**src/rtl/instr_fetch_unit.sv**
```systemverilog
// Multicycle instruction fetch sequencer (FETCH -> WAIT -> HOLD) with valid/ready output and PC redirect.
// Optional macro FETCH_MISALIGN_TRAP_EN adds a FAULT state and a fetch_misaligned output.
module instr_fetch_unit #(
  parameter logic [63:0] RESET_PC    = 64'h0,
  parameter int unsigned MEM_LATENCY = 1
) (
  input  logic        clk,
  input  logic        reset,
  input  logic        redirect_valid,
  input  logic [63:0] redirect_pc,
  output logic [63:0] mem_addr,
  output logic        mem_rd,
  input  logic [31:0] mem_rdata,
  output logic        instr_valid,
  input  logic        instr_ready,
  output logic [31:0] instr,
  output logic [63:0] instr_pc
`ifdef FETCH_MISALIGN_TRAP_EN
  ,
  output logic        fetch_misaligned
`endif
);

`ifdef FETCH_MISALIGN_TRAP_EN
  typedef enum logic [1:0] {S_FETCH, S_WAIT, S_HOLD, S_FAULT} state_t;
`else
  typedef enum logic [1:0] {S_FETCH, S_WAIT, S_HOLD} state_t;
`endif

  localparam logic [2:0] CNT_INIT = 3'(MEM_LATENCY - 1);

  state_t      state_q, state_d;
  logic [63:0] pc_q, pc_d;
  logic [63:0] mem_addr_q, mem_addr_d;
  logic [2:0]  cnt_q, cnt_d;
  logic        valid_q, valid_d;
  logic [31:0] instr_q, instr_d;
  logic [63:0] instr_pc_q, instr_pc_d;

  always_comb begin
    state_d    = state_q;
    pc_d       = pc_q;
    cnt_d      = cnt_q;
    valid_d    = valid_q;
    instr_d    = instr_q;
    instr_pc_d = instr_pc_q;

    case (state_q)
      S_FETCH: begin
        state_d = S_WAIT;
        cnt_d   = CNT_INIT;
      end
      S_WAIT: begin
        if (cnt_q != 3'd0) begin
          cnt_d = cnt_q - 3'd1;
        end else begin
          instr_d    = mem_rdata;
          instr_pc_d = pc_q;
          valid_d    = 1'b1;
          state_d    = S_HOLD;
        end
      end
      S_HOLD: begin
        if (valid_q && instr_ready) begin
          pc_d    = pc_q + 64'd4;
          valid_d = 1'b0;
          state_d = S_FETCH;
        end
      end
      default: state_d = state_q;
    endcase

    // Redirect overrides the FSM; a transfer on the same edge still completes.
    if (redirect_valid) begin
      valid_d    = 1'b0;
      cnt_d      = 3'd0;
      instr_d    = instr_q;
      instr_pc_d = instr_pc_q;
`ifdef FETCH_MISALIGN_TRAP_EN
      pc_d    = redirect_pc;
      state_d = (redirect_pc[1:0] != 2'b00) ? S_FAULT : S_FETCH;
`else
      pc_d    = redirect_pc & ~64'h3;
      state_d = S_FETCH;
`endif
    end

    mem_addr_d = pc_d;
  end

  always_ff @(posedge clk) begin
    if (reset) begin
      state_q    <= S_FETCH;
      pc_q       <= RESET_PC;
      mem_addr_q <= RESET_PC;
      cnt_q      <= 3'd0;
      valid_q    <= 1'b0;
      instr_q    <= 32'h0;
      instr_pc_q <= 64'h0;
    end else begin
      state_q    <= state_d;
      pc_q       <= pc_d;
      mem_addr_q <= mem_addr_d;
      cnt_q      <= cnt_d;
      valid_q    <= valid_d;
      instr_q    <= instr_d;
      instr_pc_q <= instr_pc_d;
    end
  end

  // Strobe is gated by reset so it stays low while reset is held.
  assign mem_rd      = (state_q == S_FETCH) && !reset;
  assign mem_addr    = mem_addr_q;
  assign instr_valid = valid_q;
  assign instr       = instr_q;
  assign instr_pc    = instr_pc_q;
`ifdef FETCH_MISALIGN_TRAP_EN
  assign fetch_misaligned = (state_q == S_FAULT);
`endif

endmodule
```
**config.mk**
```make
export PLATFORM = sky130hd
export DESIGN_NAME = instr_fetch_unit
export DESIGN_NICKNAME = d
export VERILOG_FILES = /design/src/rtl/instr_fetch_unit.sv
export SDC_FILE = /design/constraint.sdc
export NUM_CORES = 1
export LEC_CHECK = 0
export CORE_UTILIZATION = 30
export DETAILED_ROUTE_END_ITERATION = 10
export DONT_BUFFER_PORTS = 1
export GPL_ROUTABILITY_DRIVEN = 0
export HOLD_SLACK_MARGIN = 0.12
export PLACE_DENSITY_LB_ADDON = 0.12
export SETUP_SLACK_MARGIN = 0.05
export SYNTH_ARGS = -nofsm -noshare
export SYNTH_HDL_FRONTEND = slang
export SYNTH_SLANG_ARGS = --single-unit
```
**constraint.sdc**
```tcl
create_clock -name clk -period 6.5 [get_ports clk]
set_input_delay 0.325 -clock clk [delete_from_list [all_inputs] [get_ports clk]]
set_output_delay 0.325 -clock clk [all_outputs]
set_load 0.005 [all_outputs]
```
## After elaboration in Yosys (flattened, before gate mapping)

Index checks and enable logic that the tools add are counted.

| storage, ports and cells | value |
|---|---|
| bits in registers | 166 |
| input port bits | 100 |
| output and inout port bits | 162 |
| logic and storage cells | 44 |

| operators by class | value |
|---|---|
| add/sub/neg operators | 2 |
| eq/ne operators | 5 |
| muxes and demuxes | 11 |
| bitwise logic cells | 2 |
| reduce and logical (&&, ||, !) cells | 17 |

Operators by type and width:

| kind | number |
|---|---|
| two-way mux 64 bit | 3 |
| adder 64 x 3 -> 64 bit (second input constant) | 1 |
| AND reduction 3 bit | 3 |
| nonzero test 2 bit | 4 |
| inequality test 2 bit (second input constant) | 3 |
| case mux 2 bit (3 select lines) | 1 |
| case mux 3 bit (2 select lines) | 1 |
| AND reduction 2 bit | 3 |
| nonzero test 3 bit | 2 |
| two-way mux 2 bit | 2 |
| two-way mux 3 bit | 1 |
| subtractor 3 x 1 -> 3 bit (second input constant) | 1 |
| equality test 2 x 1 -> 1 bit (second input constant) | 1 |
| equality test 2 bit (second input constant) | 1 |
| logical AND 1 bit | 2 |
| logical NOT 2 bit | 1 |
| two-way mux 1 bit | 2 |
| NOT 1 bit | 2 |
| case mux 1 bit (2 select lines) | 1 |
| OR reduction 2 bit | 1 |
| logical NOT 1 bit | 1 |

## Longest topological paths before layout

Gate-level depths: netlist of run 1.

| logic depth | value |
|---|---|
| depth in word-level cells | 4 |
| depth in mapped cells | 10 |
| depth with buffers taken out | 7 |

## Worst setup path after synthesis of run 1

OpenSTA, ideal clock, no wires.

| timing | value |
|---|---|
| kind | reg-to-reg |
| from | register state_q[0] |
| to | register mem_addr_q[54], in the netlist mem_addr[54] |
| setup time | 91 ps |
| arrival time | 2351 ps |
| data required time | 6409 ps |
| path slack | 4058 ps |
| stages on the path, launching flop included | 10 |
| path buffers | 2 |
| period minus slack after synthesis | 2442 ps |
| path through | dfxtp_1 > inv_1 > ha_1 > and4_1 > buf_2 > nand2_1 > or4b_1 > buf_2 > or4_1 > a311oi_1 |

| on the way | value |
|---|---|
| longest elaborated chain between the ends | 3 |

Ends and longest elaborated chain:

| item | line | source |
|---|---|---|
| start: declaration | 32 | `state_t state_q, state_d;` |
| start signal: assignment | 101 | `state_q <= state_d;` |
| equality test 2 bit | 48 | `case (state_q)` |
| nonzero test 2 bit (no line) | n/a |  |
| AND reduction 2 bit (no line) | n/a |  |
| end signal: assignment | 103 | `mem_addr_q <= mem_addr_d;` |
| end: declaration | 34 | `logic [63:0] mem_addr_q, mem_addr_d;` |

Every way passes these cells.
A chain may end at the register's enable or synchronous reset.

==> metrics.yaml, run 1 <==
status:
  status: "complete, no violations"
worst_setup_path:
  r2r_cells: 5
  r2r_end: "mem_addr[55]"
  crit_arrival_ns: 3.55
  end_kind: "flip-flop"
  worst_setup_path_start_kind: "flip-flop"
  required_ns: 6.83
  cp_max_fo: 15
  setup.worst_path.class: "flip-flop to flip-flop"
  r2r-start: "mem_addr[29]"
  reg2reg_slack_ns: 3.28
clock_network:
  cts_num_sinks: 162
  clk_pin_slew_ns: 0.07
  htreeDepth: 4
  cts_buffers: 17
  clk_path_buf_depth: 2
  cts_tree: "done"
  clk_latency_ns: 0.42
  clockRootBuffer: "clkbuf_16"
route:
  final_antenna_net_count: 0
  vias: 6791
  wl_per_cell_um: 18.8
  firstDrtPassIters: 5
  drt_first_iter_violations: 437
  viasPerCell: 5.18
  remaining_drc_errors: 0
  totalWireLength_mm: 24.7
sta:
  fmax_mhz: 310
  holdWs_ns: 0.137
  slew_viol_final: 0
  setup_violations: 0
  worst_pin_slew_ns: 0.997
  fin_crit_sh_pct: 49.6
  grt_setup_unrepaired: "no"
  hold_violations: 0
  worst_slack_ns: 3.28
  min_period_ns: 3.22
  tns_ns: 0
  clock_skew_ns: 0.0119
  max_slew_margin_pct: 33.6
place:
  dpl_worst_slack_ns: 3.29
  numPortBuffers: 0
  dp_hpwl_mm: 16.1
layout:
  fill_cells: 2520
  fin_nets: 1086
  syn_to_final_growth_pct: 22.7
  layout_commonest_cell: "nand2_1"
  drive_gt1_share_pct: 5.04
  final_cell_mix: "nand2_1, dfxtp_1, a21oi_1"
yosys:
  syn-cell-area_um2: 7360
  ys_seq_elements: 162
  yosysUniqueCellTypes: 52
  synth_flop_cell: "dfxtp_1"
  yosys_warnings: 0
  syn_area_per_cell_um2: 7.89
  syn-instance-count: 933
  synth_edf_count: 0
  yosysSeqAreaShare_pct: 44.0
  async_reset_ff_share_pct: 0
global_routing:
  grt_usage_pct: 19.1
  antenna_found_initial: 2
  grt_pass1_wl_mm: 36.9
  overflow: 0
  grt_pass1_vias: 6492
  grt_max_degree: 147
floorplan:
  core-area_um2: 23800
  die_h_um: 159
  die_area_um2: 25200
  rows: 56
  chipWidth_um: 159
  ioPinCount: 262
  start_util_pct: 31.0
run:
  cap_viol_max_count: 0
pwr:
  ir_worst_vdd_v: 0.000151
  leakage_nw: 2.98
  p_per_area_nw_per_um2: 253
min_path:
  worstHoldPathCells: 2
  holdCritStartpoint: "redirect_pc[45]"
  hold_path.class: "input port to flip-flop"
  hold_end: "mem_addr[45]"
## sequential cells by signal (all words and copies together), names as in the netlist
name,cells
state_q,2
instr_valid,1
mem_addr,62
cnt_q,3
instr_pc,62
instr,32
## worst max-delay path by stage
| stage | slack [ns] | depth (start not counted) | end | from |
|---|---|---|---|---|
| 6_report | 3.28 | 5 | mem_addr[55] | mem_addr[29] |
| 5_1_grt | 3.07 | 5 | mem_addr[61] | mem_addr[29] |
| 3_5_place_dp | 3.29 | 5 | mem_addr[55] | mem_addr[34] |
| 2_1_floorplan | 4.06 | 9 | mem_addr[54] | state_q[0] |
| 4_1_cts | 3.24 | 5 | mem_addr[55] | mem_addr[34] |
| 3_3_place_gp | 3.27 | 5 | mem_addr[55] | mem_addr[29] |
## power breakdown
group	internal, mW	total [mW]	leakage (nW)	switching [mW]
Clock	0.541	1.01	0.283	0.470
Sequential	1.03	1.10	1.32	0.0688
Combinational	0.0830	0.176	1.37	0.0927
Total	1.66	2.29	2.98	0.632
## through the flow
step	total power [mW]	cells	area, um2	util [%]
5_1_grt	2.38	1312	9040	38.0
3_5_place_dp	1.24	1187	7530	31.7
2_1_floorplan	1.21	936	7380	-
6_report	2.29	1312	9040	38.0
3_3_place_gp	1.24	1187	7530	31.7
4_1_cts	2.33	1311	9030	38.0
## Yosys cell counts (6+ instances only)
cell type / count / area [um2]
nand2_1: 221 / 830
dfxtp_1: 162 / 3240
a21oi_1: 107 / 536
nor2_1: 69 / 259
clkbuf_1: 62 / 233
nand4_1: 32 / 200
a211oi_1: 26 / 195
nand3_1: 26 / 130
a311oi_1: 18 / 158
nor3_1: 18 / 90.1
xnor2_1: 15 / 131
xor2_1: 14 / 123
and3_1: 13 / 81.3
o21ai_0: 13 / 65.1
inv_1: 12 / 45.0
nor4_1: 12 / 75.1
or4_1: 11 / 82.6
or3_1: 10 / 62.6
and4_1: 9 / 78.8
ha_1: 7 / 87.6
o31ai_1: 7 / 52.6
mux2i_1: 6 / 60.1
nor2b_1: 6 / 37.5
## worst max-delay path: stages, from the launching register on
cell,delay (ns)
dfxtp_1,0.48
and4_1,0.32
nand4_1,0.55
or4b_1,0.96
or4b_1,0.56
a311oi_1,0.25
## metal layers
metal	vias to the layer above	global-route usage, %	wire [um]	part of all wire, %
met5	-	0	0	0
met4	0	5.45	283	1.1
met3	13	4.25	1530	6.2
met2	186	30.7	11400	46
met1	3206	25.4	11500	46
li1	3386	-	-	-
## what timing repair did
item / CTS / global route
endpoints found under the hold margin: 156 / 0
gates resized for setup: 0 / 0
hold buffers: 92 / 0
buffers inserted: 0 / 0
## area by class of cell
cell class,count,area [um2],share of cell area (%)
inverter,12,46.3,0.512
multi-input combinational,688,3790,42.0
antenna,1,2.50,0.0277
tap,319,399,4.42
clock buffer,17,425,4.71
sequential,162,3240,35.9
timing repair buffer,98,983,10.9
clock inverter,15,145,1.61
## kinds of logic after synthesis
kind of cell / count (synthesis) / synth area share, %
and+or+nand+nor: 447 / 29.1
AOI/OAI and AO/OA: 194 / 16.5
DFF: 162 / 44.0
buffers and inverters: 86 / 4.72
xor gates and xnor gates: 29 / 3.45
adders and majority gates: 7 / 1.19
muxes: 7 / 0.968
other: 1 / 0.0509
Note: power is estimated with default switching activity, not from simulation.
==> run 2: changes to the inputs <==
==> constraint.sdc (replaced) <==
create_clock -name clk -period 3.34 [get_ports clk]
set_input_delay 0.167 -clock clk [delete_from_list [all_inputs] [get_ports clk]]
set_output_delay 0.167 -clock clk [all_outputs]
set_load 0.005 [all_outputs]
==> run 2 against run 1 <==
Against the previous run: critical path depth stayed put; non-clock buffer count is 16 higher; count of clock-buffer cells in the layout is 2 higher; worst hold slack better by 0.10 ns; first-iteration DRC count is 11% higher; final area is 1.9% higher; die area stayed put; via count is 2.1% higher; maximum frequency is 12% higher; combinational power is 110% higher; largest power group unchanged.
==> metrics.yaml, run 2 (synthesized netlist as in run 1, its figures left out) <==
floorplan:
  core-area_um2: 23800
  die_h_um: 159
  chipWidth_um: 159
  die_area_um2: 25200
  rows: 56
  start_util_pct: 31.0
  ioPinCount: 262
route:
  vias: 6936
  firstDrtPassIters: 5
  drt_first_iter_violations: 483
  remaining_drc_errors: 0
  wl_per_cell_um: 18.7
  totalWireLength_mm: 24.9
  final_antenna_net_count: 0
  viasPerCell: 5.23
sta:
  fmax_mhz: 347
  hold_violations: 0
  tns_ns: 0
  min_period_ns: 2.88
  max_slew_margin_pct: 53.4
  slew_viol_final: 0
  grt_setup_unrepaired: "no"
  fin_crit_sh_pct: 86.3
  clock_skew_ns: 0.0107
  worst_pin_slew_ns: 0.699
  setup_violations: 0
  worst_slack_ns: 0.458
worst_setup_path:
  reg2reg_slack_ns: 0.46
  cp_max_fo: 15
  crit_arrival_ns: 3.22
  setup.worst_path.class: "flip-flop to flip-flop"
  r2r_cells: 5
  required_ns: 3.68
  end_kind: "flip-flop"
  r2r-start: "mem_addr[4]"
  r2r_end: "mem_addr[55]"
  worst_setup_path_start_kind: "flip-flop"
global_routing:
  grt_usage_pct: 19.3
  grt_max_degree: 149
  antenna_found_initial: 0
  grt_pass1_wl_mm: 37.2
  grt_pass1_vias: 6514
  overflow: 0
min_path:
  worstHoldPathCells: 2
  hold_path.class: "input port to flip-flop"
  hold_end: "instr_pc[51]"
  holdCritStartpoint: "reset"
layout:
  layout_commonest_cell: "nand2_1"
  antenna_cells: 0
  multi_input_area_um2: 3790
  drive_gt1_share_pct: 5.85
  fin_nets: 1102
  regArea_um2: 3240
  layout.cells.non_filler: 1327
  final_util_pct: 38.8
  final_cell_mix: "nand2_1, dfxtp_1, a21oi_1"
  fill_cells: 2452
  syn_to_final_growth_pct: 25.0
place:
  numPortBuffers: 0
  dpl_worst_slack_ns: 0.453
  dp_hpwl_mm: 16.7
  placed_cells: 1196
clock_network:
  cts_tree: "done"
  clk_pin_slew_ns: 0.07
  post-cts-setup-buffers: 0
  post_cts_resized: 0
  htreeDepth: 4
  cts_num_sinks: 162
  cts_buffers: 17
  clk_path_buf_depth: 2
  clk_latency_ns: 0.43
  clockRootBuffer: "clkbuf_16"
status:
  status: "complete, no violations"
pwr:
  p_total_mw: 4.50
  p_per_area_nw_per_um2: 489
  leakage_nw: 3.07
  ir_worst_vdd_v: 0.000275
run:
  cap_viol_max_count: 0
run 2: critical path, cell delays in order, from the launching register on:
cell and delay, ns:
dfxtp_1 0.49, and4_1 0.44, nand4_4 0.20, or4b_1 0.85, or4b_1 0.55, a311oi_1 0.25
run 2: where the power goes:
part / internal [mW] / leakage, nW / switching (mW) / total [mW]
clock: 1.08 / 0.291 / 0.917 / 2.00
combinational: 0.171 / 1.46 / 0.190 / 0.361
sequential: 2.01 / 1.32 / 0.132 / 2.14
total: 3.26 / 3.07 / 1.24 / 4.50
run 2: stage by stage:
step | hold slack (ns) | cell area (um2)
after floorplan | 0.303 | 7380
after global placement | 0.248 | 7610
after detailed placement | 0.250 | 7610
after CTS | 0.223 | 9210
after global routing | 0.247 | 9210
final | 0.239 | 9210
run 2: how the worst max path moves through the flow:
stage / from / endpoint / slack [ns] / depth (start not counted)
after floorplan: state_q[0] / mem_addr[54] / 0.90 / 9
after global placement: mem_addr[4] / mem_addr[55] / 0.51 / 5
after detailed placement: mem_addr[4] / mem_addr[55] / 0.45 / 5
after CTS: mem_addr[4] / mem_addr[55] / 0.45 / 5
after global routing: mem_addr[4] / mem_addr[55] / 0.23 / 5
final: mem_addr[4] / mem_addr[55] / 0.46 / 5
run 2: metal layers:
| layer | GRT usage (%) | up-vias | share of wire, % |
|---|---|---|---|
| li1 | - | 3411 | - |
| met1 | 25.7 | 3307 | 47 |
| met2 | 31.3 | 206 | 46 |
| met3 | 4.87 | 12 | 6.4 |
| met4 | 3.89 | 0 | 0.69 |
| met5 | 0 | - | 0 |
run 2: what timing repair did:
item / 4_1_cts / 5_1_grt
hold endpoints to repair: 158 / 0
hold buffers: 99 / 0
endpoints found under the setup margin: 0 / 0
run 2: layout make-up:
class / instances / share of cell area [%]
Clock buffer: 19 / 4.81
Clock inverter: 13 / 1.54
Inverter: 12 / 0.503
Multi-Input combinational cell: 688 / 41.2
Sequential cell: 162 / 35.2
Tap cell: 319 / 4.33
Timing Repair Buffer: 114 / 12.4
==> run 3: changes to the inputs <==
--- a/config.mk
+++ b/config.mk
@@ -5,6 +5,7 @@
 export SDC_FILE = /design/constraint.sdc
 export NUM_CORES = 1
 export LEC_CHECK = 0
+export CORE_MARGIN = 10
 export CORE_UTILIZATION = 30
 export DETAILED_ROUTE_END_ITERATION = 10
 export DONT_BUFFER_PORTS = 1
==> run 3 against run 2 <==
Against the previous run: power decreased by 0.22%; utilization decreased by 0.68 points; critical path depth unchanged; final area increased by 0.29%; final cell count increased by 0.53%; maximum frequency decreased by 0.71%; non-clock buffer count increased by 1; critical endpoint unchanged; largest power group unchanged.
==> metrics.yaml, run 3 (synthesized netlist as in run 1, its figures left out) <==
status:
  status: "complete, no violations"
floorplan:
  core-area_um2: 24200
  chipWidth_um: 177
  start_util_pct: 30.4
  die_area_um2: 31200
  rows: 57
  die_h_um: 177
  ioPinCount: 262
sta:
  min_period_ns: 2.90
  fin_crit_sh_pct: 86.9
  tns_ns: 0
  max_slew_margin_pct: 54.2
  fmax_mhz: 345
  clock_skew_ns: 0.0155
  setup_violations: 0
  grt_setup_unrepaired: "no"
  hold_violations: 0
  slew_viol_final: 0
  worst_pin_slew_ns: 0.687
worst_setup_path:
  slowest_delay_ns: 0.85
  cp_max_fo: 15
  crit_arrival_ns: 3.24
  crit_top_cell: "or4b_1"
  cp_cell_sequence: "and4_1 > nand4_4 > or4b_1 > or4b_1 > a311oi_1"
  worst_setup_path_start_kind: "flip-flop"
  setup.worst_path.class: "flip-flop to flip-flop"
  end_kind: "flip-flop"
  required_ns: 3.68
  crit_slowest_cell: "or4b_1"
run:
  cap_viol_max_count: 0
layout:
  regArea_um2: 3240
  syn_to_final_growth_pct: 25.4
  fill_cells: 2520
  fin_nets: 1103
  stdcell_area_um2: 9240
  layout_commonest_cell: "nand2_1"
  multi_input_area_um2: 3790
  final_cell_mix: "nand2_1, dfxtp_1, a21oi_1"
  drive_gt1_share_pct: 6.14
clock_network:
  cts_tree: "done"
  clk_path_buf_depth: 2
  clockRootBuffer: "clkbuf_16"
  post_cts_resized: 0
  htreeDepth: 4
  clk_latency_ns: 0.43
  cts_num_sinks: 162
  cts_buffers: 17
  clk_pin_slew_ns: 0.07
route:
  vias: 6944
  viasPerCell: 5.21
  final_antenna_net_count: 0
  drt_first_iter_violations: 517
  drt-met1-wl_mm: 12.2
  wl_met2_mm: 12.9
  routed.top_layer: "met4"
  wl_per_cell_um: 20.5
  remaining_drc_errors: 0
  totalWireLength_mm: 27.4
  firstDrtPassIters: 4
  wl_met3_mm: 2.09
pwr:
  ir_worst_vdd_v: 0.000298
  leakage_nw: 3.08
  p_per_area_nw_per_um2: 486
min_path:
  hold_path.class: "input port to flip-flop"
global_routing:
  grt_pass1_wl_mm: 42.3
  antenna_found_initial: 2
  grt_max_degree: 149
  overflow: 0
  grt_usage_pct: 17.0
  grt_pass1_vias: 6758
place:
  numPortBuffers: 0
  placed_area_um2: 7640
  dp_hpwl_mm: 18.9
[run 3: cell count changes in the layout (fill, tap and decap cells not counted)]
cell	before	now
clkinv_2	2	1
dlygate4sd3_1	97	96
inv_8	4	2
clkinv_4	3	5
clkinv_8	0	1
bufinv_16	1	0
buf_4	14	15
clkbuf_1	1	0
clkbuf_8	1	3
diode_2	0	1
buf_12	2	3
[run 3: per-layer routing]
layer | up-vias | global-route usage [%]
met1 | 3300 | 22.5
met2 | 214 | 26.7
li1 | 3419 | -
met3 | 11 | 4.89
met4 | 0 | 4.38
met5 | - | 0
[run 3: stage by stage]
stage / setup WS, ns / std cells / hold WS, ns / utilization (%) / power (mW)
2_1_floorplan: 0.898 / 936 / 0.303 / - / 2.35
3_3_place_gp: 0.479 / 1203 / 0.253 / 31.5 / 2.42
3_5_place_dp: 0.451 / 1203 / 0.254 / 31.5 / 2.43
4_1_cts: 0.436 / 1333 / 0.223 / 38.1 / 4.56
5_1_grt: 0.184 / 1334 / 0.238 / 38.1 / 4.70
6_report: 0.438 / 1334 / 0.214 / 38.1 / 4.49
[run 3: area by class of cell]
cell class,count,area share [%]
Antenna cell,1,0.0271
Clock buffer,20,5.05
Clock inverter,12,1.27
Inverter,12,0.501
Multi-Input combinational cell,688,41.1
Sequential cell,162,35.1
Tap cell,324,4.39
Timing Repair Buffer,115,12.6
[run 3: power breakdown]
group	switching [mW]	total, mW	internal, mW
registers	0.137	2.15	2.01
clock network	0.928	1.97	1.05
logic	0.197	0.371	0.174
[run 3: path summary, 6_finish.rpt]
path | to | startpoint | slack, ns | depth (start not counted)
max reg2reg | mem_addr[55] | mem_addr[5] | 0.44 | 5
min | instr_pc[17] | redirect_valid | 0.21 | 4
max | mem_addr[55] | mem_addr[5] | 0.44 | 5
min reg2reg | instr_pc[34] | instr_pc[34] | 0.48 | 2
[run 3: critical path, delay by kind of cell, from the launching register on]
family	cells	cell delay (ns)
AO/OA/AOI/OAI	1	0.25
flip-flops	1	0.49
AND/OR/NAND/NOR	4	2.06
[run 3: timing repair]
action                                 CTS  global route
buffers inserted                         0             0
hold buffers                            98             0
endpoints found under the hold margin  158             0
